## config.mk

```make
export PLATFORM = sky130hd
export DESIGN_NAME = csrng_state_store
export DESIGN_NICKNAME = d
export VERILOG_FILES = /design/src/rtl/csrng_state_store.sv
export SDC_FILE = /design/constraint.sdc
export NUM_CORES = 2
export LEC_CHECK = 0
export BUFFER_PORTS_ARGS = -buffer_cell sky130_fd_sc_hd__clkbuf_2
export CAP_MARGIN = 0
export CORE_UTILIZATION = 50
export DETAILED_ROUTE_END_ITERATION = 10
export PLACE_DENSITY_LB_ADDON = 0.2
export SLEW_MARGIN = 25
export SYNTH_ARGS = -nofsm -noshare
export SYNTH_HDL_FRONTEND = slang
export SYNTH_SLANG_ARGS = --single-unit
```

## constraint.sdc

```tcl
create_clock -name clk_i -period 49.5 [get_ports clk_i]
set_input_delay 7.425 -clock clk_i [delete_from_list [all_inputs] [get_ports clk_i]]
set_output_delay 7.425 -clock clk_i [all_outputs]
set_load 0.05 [all_outputs]
```

## src/rtl/csrng_state_store.sv

```systemverilog
// CSRNG instance state store: per-instance {fips, inst_st, key, v, ctr} with zeroization and diag readout.
// Optional parity protection per entry: define CSRNG_STATE_STORE_PARITY_EN.
module csrng_state_store #(
    parameter int NApps   = 4,
    parameter int StateId = 4,
    parameter int KeyLen  = 256,
    parameter int BlkLen  = 128,
    parameter int CtrLen  = 32
) (
    input  logic               clk_i,
    input  logic               rst_ni,
    input  logic               enable_i,
    input  logic               clear_i,
    input  logic               rd_req_i,
    input  logic [StateId-1:0] rd_id_i,
    output logic               rd_vld_o,
    output logic [KeyLen-1:0]  rd_key_o,
    output logic [BlkLen-1:0]  rd_v_o,
    output logic [CtrLen-1:0]  rd_ctr_o,
    output logic               rd_inst_st_o,
    output logic               rd_fips_o,
    output logic               rd_err_o,
    input  logic               wr_req_i,
    output logic               wr_rdy_o,
    input  logic [StateId-1:0] wr_id_i,
    input  logic               wr_fips_i,
    input  logic               wr_inst_st_i,
    input  logic [KeyLen-1:0]  wr_key_i,
    input  logic [BlkLen-1:0]  wr_v_i,
    input  logic [CtrLen-1:0]  wr_ctr_i,
    output logic               sts_ack_o,
    output logic               sts_err_o,
    output logic [StateId-1:0] sts_id_o,
    input  logic               diag_en_i,
    input  logic [StateId-1:0] diag_id_i,
    input  logic               diag_restart_i,
    input  logic               diag_next_i,
    output logic [31:0]        diag_val_o
);
    localparam int W    = 2 + KeyLen + BlkLen + CtrLen;
    localparam int NW   = (W + 31) / 32;
    localparam int IdxW = (NApps > 1) ? $clog2(NApps) : 1;
    localparam int WpW  = (NW > 1) ? $clog2(NW) : 1;

    typedef enum logic {IDLE, ZERO} state_e;

    state_e          state_q, state_d;
    logic [IdxW-1:0] ptr_q, ptr_d;
    logic            enable_q;
    logic [WpW-1:0]  wptr_q;

    logic [W-1:0] mem [NApps];

    logic            wr_acc, wr_ok, wr_en, zero_we, rd_ok, rd_en, diag_ok;
    logic [IdxW-1:0] wr_idx, rd_idx, diag_idx;
    logic [W-1:0]    wr_data, rd_ent;

    assign wr_rdy_o = (state_q == IDLE);
    assign wr_ok    = 32'(wr_id_i) < NApps;
    assign wr_acc   = wr_req_i && wr_rdy_o && enable_i;
    assign wr_en    = wr_acc && wr_ok;
    assign zero_we  = (state_q == ZERO);
    assign wr_idx   = IdxW'(wr_id_i);
    assign wr_data  = {wr_fips_i, wr_inst_st_i, wr_key_i, wr_v_i, wr_ctr_i};

    assign rd_en  = rd_req_i && enable_i;
    assign rd_ok  = (32'(rd_id_i) < NApps) && (state_q == IDLE);
    assign rd_idx = IdxW'(rd_id_i);
    assign rd_ent = rd_ok ? mem[rd_idx] : '0;

    always_ff @(posedge clk_i or negedge rst_ni) begin
        if (!rst_ni) begin
            state_q  <= ZERO;
            ptr_q    <= '0;
            enable_q <= 1'b0;
        end else begin
            state_q  <= state_d;
            ptr_q    <= ptr_d;
            enable_q <= enable_i;
        end
    end

    always_comb begin
        state_d = state_q;
        ptr_d   = ptr_q;
        case (state_q)
            IDLE: begin
                if (clear_i || (enable_q && !enable_i)) begin
                    state_d = ZERO;
                    ptr_d   = '0;
                end
            end
            ZERO: begin
                if (clear_i) begin
                    ptr_d = '0;
                end else if (ptr_q == IdxW'(NApps - 1)) begin
                    state_d = IDLE;
                    ptr_d   = '0;
                end else begin
                    ptr_d = ptr_q + 1'b1;
                end
            end
            default: begin
                state_d = ZERO;
                ptr_d   = '0;
            end
        endcase
    end

    // Storage is deliberately unreset; the ZERO sweep after reset scrubs it.
    always_ff @(posedge clk_i) begin
        if (zero_we) begin
            mem[ptr_q] <= '0;
        end else if (wr_en) begin
            mem[wr_idx] <= wr_data;
        end
    end

`ifdef CSRNG_STATE_STORE_PARITY_EN
    logic par_mem [NApps];
    logic rd_err_q;

    always_ff @(posedge clk_i) begin
        if (zero_we) begin
            par_mem[ptr_q] <= 1'b0;
        end else if (wr_en) begin
            par_mem[wr_idx] <= ^wr_data;
        end
    end

    always_ff @(posedge clk_i or negedge rst_ni) begin
        if (!rst_ni) begin
            rd_err_q <= 1'b0;
        end else if (rd_en) begin
            rd_err_q <= rd_ok && (par_mem[rd_idx] != ^mem[rd_idx]);
        end
    end
    assign rd_err_o = rd_err_q;
`else
    assign rd_err_o = 1'b0;
`endif

    always_ff @(posedge clk_i or negedge rst_ni) begin
        if (!rst_ni) begin
            rd_vld_o     <= 1'b0;
            rd_fips_o    <= 1'b0;
            rd_inst_st_o <= 1'b0;
            rd_key_o     <= '0;
            rd_v_o       <= '0;
            rd_ctr_o     <= '0;
        end else begin
            rd_vld_o <= rd_en;
            if (rd_en) begin
                {rd_fips_o, rd_inst_st_o, rd_key_o, rd_v_o, rd_ctr_o} <= rd_ent;
            end
        end
    end

    always_ff @(posedge clk_i or negedge rst_ni) begin
        if (!rst_ni) begin
            sts_ack_o <= 1'b0;
            sts_err_o <= 1'b0;
            sts_id_o  <= '0;
        end else begin
            sts_ack_o <= wr_acc;
            sts_err_o <= wr_acc && !wr_ok;
            if (wr_acc) sts_id_o <= wr_id_i;
        end
    end

    always_ff @(posedge clk_i or negedge rst_ni) begin
        if (!rst_ni) begin
            wptr_q <= '0;
        end else if (diag_restart_i) begin
            wptr_q <= '0;
        end else if (diag_next_i) begin
            wptr_q <= (wptr_q == WpW'(NW - 1)) ? '0 : wptr_q + 1'b1;
        end
    end

    logic [NW-1:0][31:0] diag_words;
    assign diag_ok    = diag_en_i && enable_i && (32'(diag_id_i) < NApps);
    assign diag_idx   = IdxW'(diag_id_i);
    assign diag_words = (NW * 32)'(mem[diag_idx]);
    assign diag_val_o = diag_ok ? diag_words[wptr_q] : 32'h0;

endmodule
```

==> flow_metrics.py <==
metrics = {
    "run_status": {
        "run_status": "finished clean",
    },
    "cells_and_area": {
        "layout.cells.non_filler": 8263,
        "synth_to_layout_area_growth_pct": 15.5,
        "fin_nets": 6122,
        "post_route_cells_drive_above_1_share": 0.376,
        "filler_cell_count": 13500,
    },
    "routing": {
        "drt-pass1-iter-count": 6,
        "dr.first_iter.drc_count": 5956,
        "detail_route.wirelength_mm": 296,
        "detail_route.wl_per_cell_um": 35.8,
        "final_antenna_net_count": 0,
        "drcViolationCount": 0,
        "detailroute.via_count": 54500,
        "vias_per_cell": 6.59,
    },
    "floorplanning": {
        "die_area_um2": 185000,
        "die_w_um": 430,
        "start_util": 0.506,
        "row_count": 156,
        "chipHeight_um": 430,
        "top_level_ports": 898,
        "placeableCoreArea_um2": 182000,
    },
    "logic_synthesis": {
        "post_synth_inst_count": 4852,
        "syn_area_per_cell_um2": 18.9,
        "yosys_most_used_dff": "edfxtp_1",
        "ys_seq_area_frac": 0.665,
        "yosys_warns": 0,
        "synth_largest_area_cell": "edfxtp_1",
        "syn_area_um2": 91800,
        "synth_cell_type_count": 63,
        "synth-edff-count": 1672,
        "synth.top_cell.area_share": 0.547,
        "ys_async_sr_fraction": 0.206,
        "synthesized_netlist_net_count": 5294,
        "synth_top_cells_by_area": "edfxtp_1 55%, mux4_2 18%, dfrtp_1 12%",
        "yosys_register_bits": 2105,
    },
    "hold_path": {
        "worstHoldPathCells": 2,
        "min-delay-path-class": "flop to flop",
    },
    "timing": {
        "worstMarginPinSlew_ns": 1.12,
        "unrepaired_setup_endpoints_after_global_routing": "false",
        "layout_worst_path_cycle_share": 0.391,
        "hold_viol_final": 0,
        "timing_max_transition_violations_final": 0,
        "setup-violations-final": 0,
        "fin_tns_setup_ns": 0,
        "worst_slew_margin_rel": 0.245,
        "clock_skew_ns": 0.0397,
        "fmaxAchievable_mhz": 51.7,
        "post-route-min-period_ns": 19.36,
    },
    "clock_tree": {
        "cts-buffers-inserted": 214,
        "cts-root-buf": "clkbuf_16",
        "cts.repair.resized": 0,
        "maximum_level_of_the_cts_h_tree": 4,
        "postcts_setup_bufs": 0,
        "tritoncts": "built",
        "clkSlewWorstSetupHoldPaths_ns": 0.06,
        "clock_sinks": 2105,
        "worst_case_clock_buffer_depth": 3,
        "worstSkewPairLatency_ns": 0.88,
        "cts-hold-fix-buffers": 0,
    },
    "worst_setup_path": {
        "critical_path.cell_chain": "buf_8, buf_4, buf_4, mux4_2, mux4_2, nand2_1, nand3_1, and3_1, clkbuf_2",
        "crit_path_max_incr_delay_ns": 0.79,
        "worstSetupEndpointType": "primary output",
        "crit_path_max_fanout": 45,
        "cp.required_ns": 42.08,
        "critical-path-slowest-cell": "buf_4",
        "timing.critical_path.arrival_ns": 11.93,
        "worstSetupStartpointType": "input port",
        "timing.critical_path.depth": 9,
        "critical-path-top-delay-family": "buffers and inverters",
        "path_class": "input port to primary output",
        "ff2ff_path_depth": 8,
        "worstPathBufferInverterCount": 4,
    },
    "power_and_ir_drop": {
        "p_clk_frac": 0.366,
        "power.density_cell_area_nw_per_um2": 42.9,
        "p_leak_nw": 40.4,
        "peakVddDrop_mv": 0.0341,
        "net-switching-power_mw": 1.18,
        "seqPwrFrac": 0.495,
        "internal_power_mw": 3.37,
        "proportion_of_total_power_due_to_net_switching": 0.259,
        "share_of_total_power_in_combinational_logic": 0.139,
    },
    "global_routing": {
        "number_of_antenna_violations_at_the_first_check_in_global_routing": 30,
        "grt_usage": 0.318,
        "global_route.overflow_total": 0,
        "global_route_wire_length_before_repair_mm": 414,
        "via_count_of_the_first_global_routing_pass": 54400,
        "grt_max_degree": 184,
    },
    "placement": {
        "io_buffer_count": 896,
        "hpwl_reported_at_the_end_of_detailed_placement_mm": 199,
        "placedCellCount": 7832,
        "routability_driven_placement_congestion_ratio": 0.883,
    },
    "run": {
        "drv_cap": 0,
    },
}
## Yosys cell counts, types with 3 or more instances
library cell,n
a21oi_1,26
a221oi_1,3
a22o_1,456
a22oi_1,42
a311oi_1,3
a31oi_1,28
and2_1,421
and3_1,10
buf_1,5
buf_2,123
buf_4,34
buf_6,13
clkbuf_1,220
dfrtp_1,432
edfxtp_1,1672
ha_1,3
inv_1,5
mux2_1,11
mux2_2,83
mux2i_1,163
mux4_2,740
nand2_1,96
nand2b_1,5
nand3_1,18
nand3b_1,4
nor2_1,38
nor2b_1,8
nor3_1,27
nor4_1,20
o2111a_1,18
o2111ai_1,9
o21ai_0,4
o21ai_1,3
o22a_1,18
o22ai_1,52
## layer usage
layer  GRT usage  wire, µm
met1       0.435    114000
met2       0.483    137000
met3      0.0509     23500
met4       0.195     20500
met5           0        17
## worst min-delay path, delay by kind of cell, from the launching register on
kind,cells,cell delay [ns]
DFF,1,0.35
and+or+nand+nor,2,0.11
## layout make-up
| cell class | count | area [µm²] | share of cell area |
|---|---|---|---|
| tap | 2370 | 2970 | 0.0280 |
| inverter | 6 | 22.5 | 0.000212 |
| timing repair buffer | 1007 | 5530 | 0.0522 |
| sequential | 2105 | 61100 | 0.576 |
| antenna | 19 | 47.5 | 0.000448 |
| clock inverter | 93 | 1090 | 0.0102 |
| multi-input combinational | 2346 | 29100 | 0.274 |
| clock buffer | 317 | 6250 | 0.0589 |
## power by group through the flow
stage / registers, mW / clock network, mW / logic (mW)
floorplan: 2.53 / 0 / 0.371
CTS: 2.25 / 1.68 / 0.636
global placement: 2.28 / 0 / 0.634
detailed placement: 2.29 / 0 / 0.634
finish: 2.26 / 1.66 / 0.633
global route: 2.28 / 1.74 / 0.657
## placed cells by master (no fill, tap or decap), types with 11 or more instances in the layout
cell	n
diode_2	19
bufinv_16	18
a31oi_1	25
clkinv_1	16
o22ai_1	52
and2_1	421
mux4_2	740
a22o_1	456
buf_4	97
clkbuf_1	59
buf_12	11
dfrtp_1	428
clkbuf_8	38
mux2i_1	163
mux2_2	83
nor4_2	13
mux2_1	11
o22a_1	18
clkbuf_16	220
a22oi_1	42
edfxtp_1	1672
a21oi_1	26
o2111a_1	18
nand2_1	95
clkbuf_2	891
nor2_1	36
clkinv_2	38
nand3_1	18
nor3_1	27
## flip-flops by register name (all words and copies together) (netlist names), 2 cells and up
| name | count |
|---|---|
| mem | 1672 |
| ptr_q | 2 |
| rd_ctr_o | 32 |
| rd_key_o | 256 |
| rd_v_o | 128 |
| sts_id_o | 4 |
| wptr_q | 4 |
## logic make-up (layout without fill, tap and decap cells)
group           Yosys count  in the layout  share of synthesized area
buf+inv                 401           1423                     0.0205
simple gates            666            666                     0.0418
flops                  2105           2105                      0.665
mux                     997            997                      0.211
compound gates          679            679                     0.0612
fa+ha+maj                 3              3                   0.000409
other cells               1             20                  0.0000409
## per-stage QoR
step,instance area [µm²],worst slack [ns],power (mW),hold WS (ns),utilization
4_1_cts,106000,30.04,4.57,0.482,0.584
2_1_floorplan,91800,8.79,2.90,0.553,-
5_1_grt,106000,29.89,4.68,0.504,0.584
3_3_place_gp,98500,29.87,2.91,0.459,0.543
3_5_place_dp,98600,30.03,2.92,0.467,0.543
6_report,106000,30.14,4.55,0.485,0.584
## worst paths after layout
| check | slack [ns] | end | from |
|---|---|---|---|
| setup / recovery | 30.14 | diag_val_o[22] | diag_id_i[0] |
| hold / removal | 0.48 | sts_id_o[0]$_DFFE_PN0P_ | sts_id_o[0]$_DFFE_PN0P_ |
| setup reg to reg | 43.12 | mem[2][358]$_DFFE_PP_ | state_q$_DFF_PN1_ |
| hold reg to reg | 0.48 | sts_id_o[0]$_DFFE_PN0P_ | sts_id_o[0]$_DFFE_PN0P_ |
| max in group asynchronous | 39.73 | rd_key_o[89]$_DFFE_PN0P_ | rst_ni |
| min in group asynchronous | 6.57 | rd_key_o[217]$_DFFE_PN0P_ | rst_ni |
No activity file was read; power rests on OpenSTA's default activity.
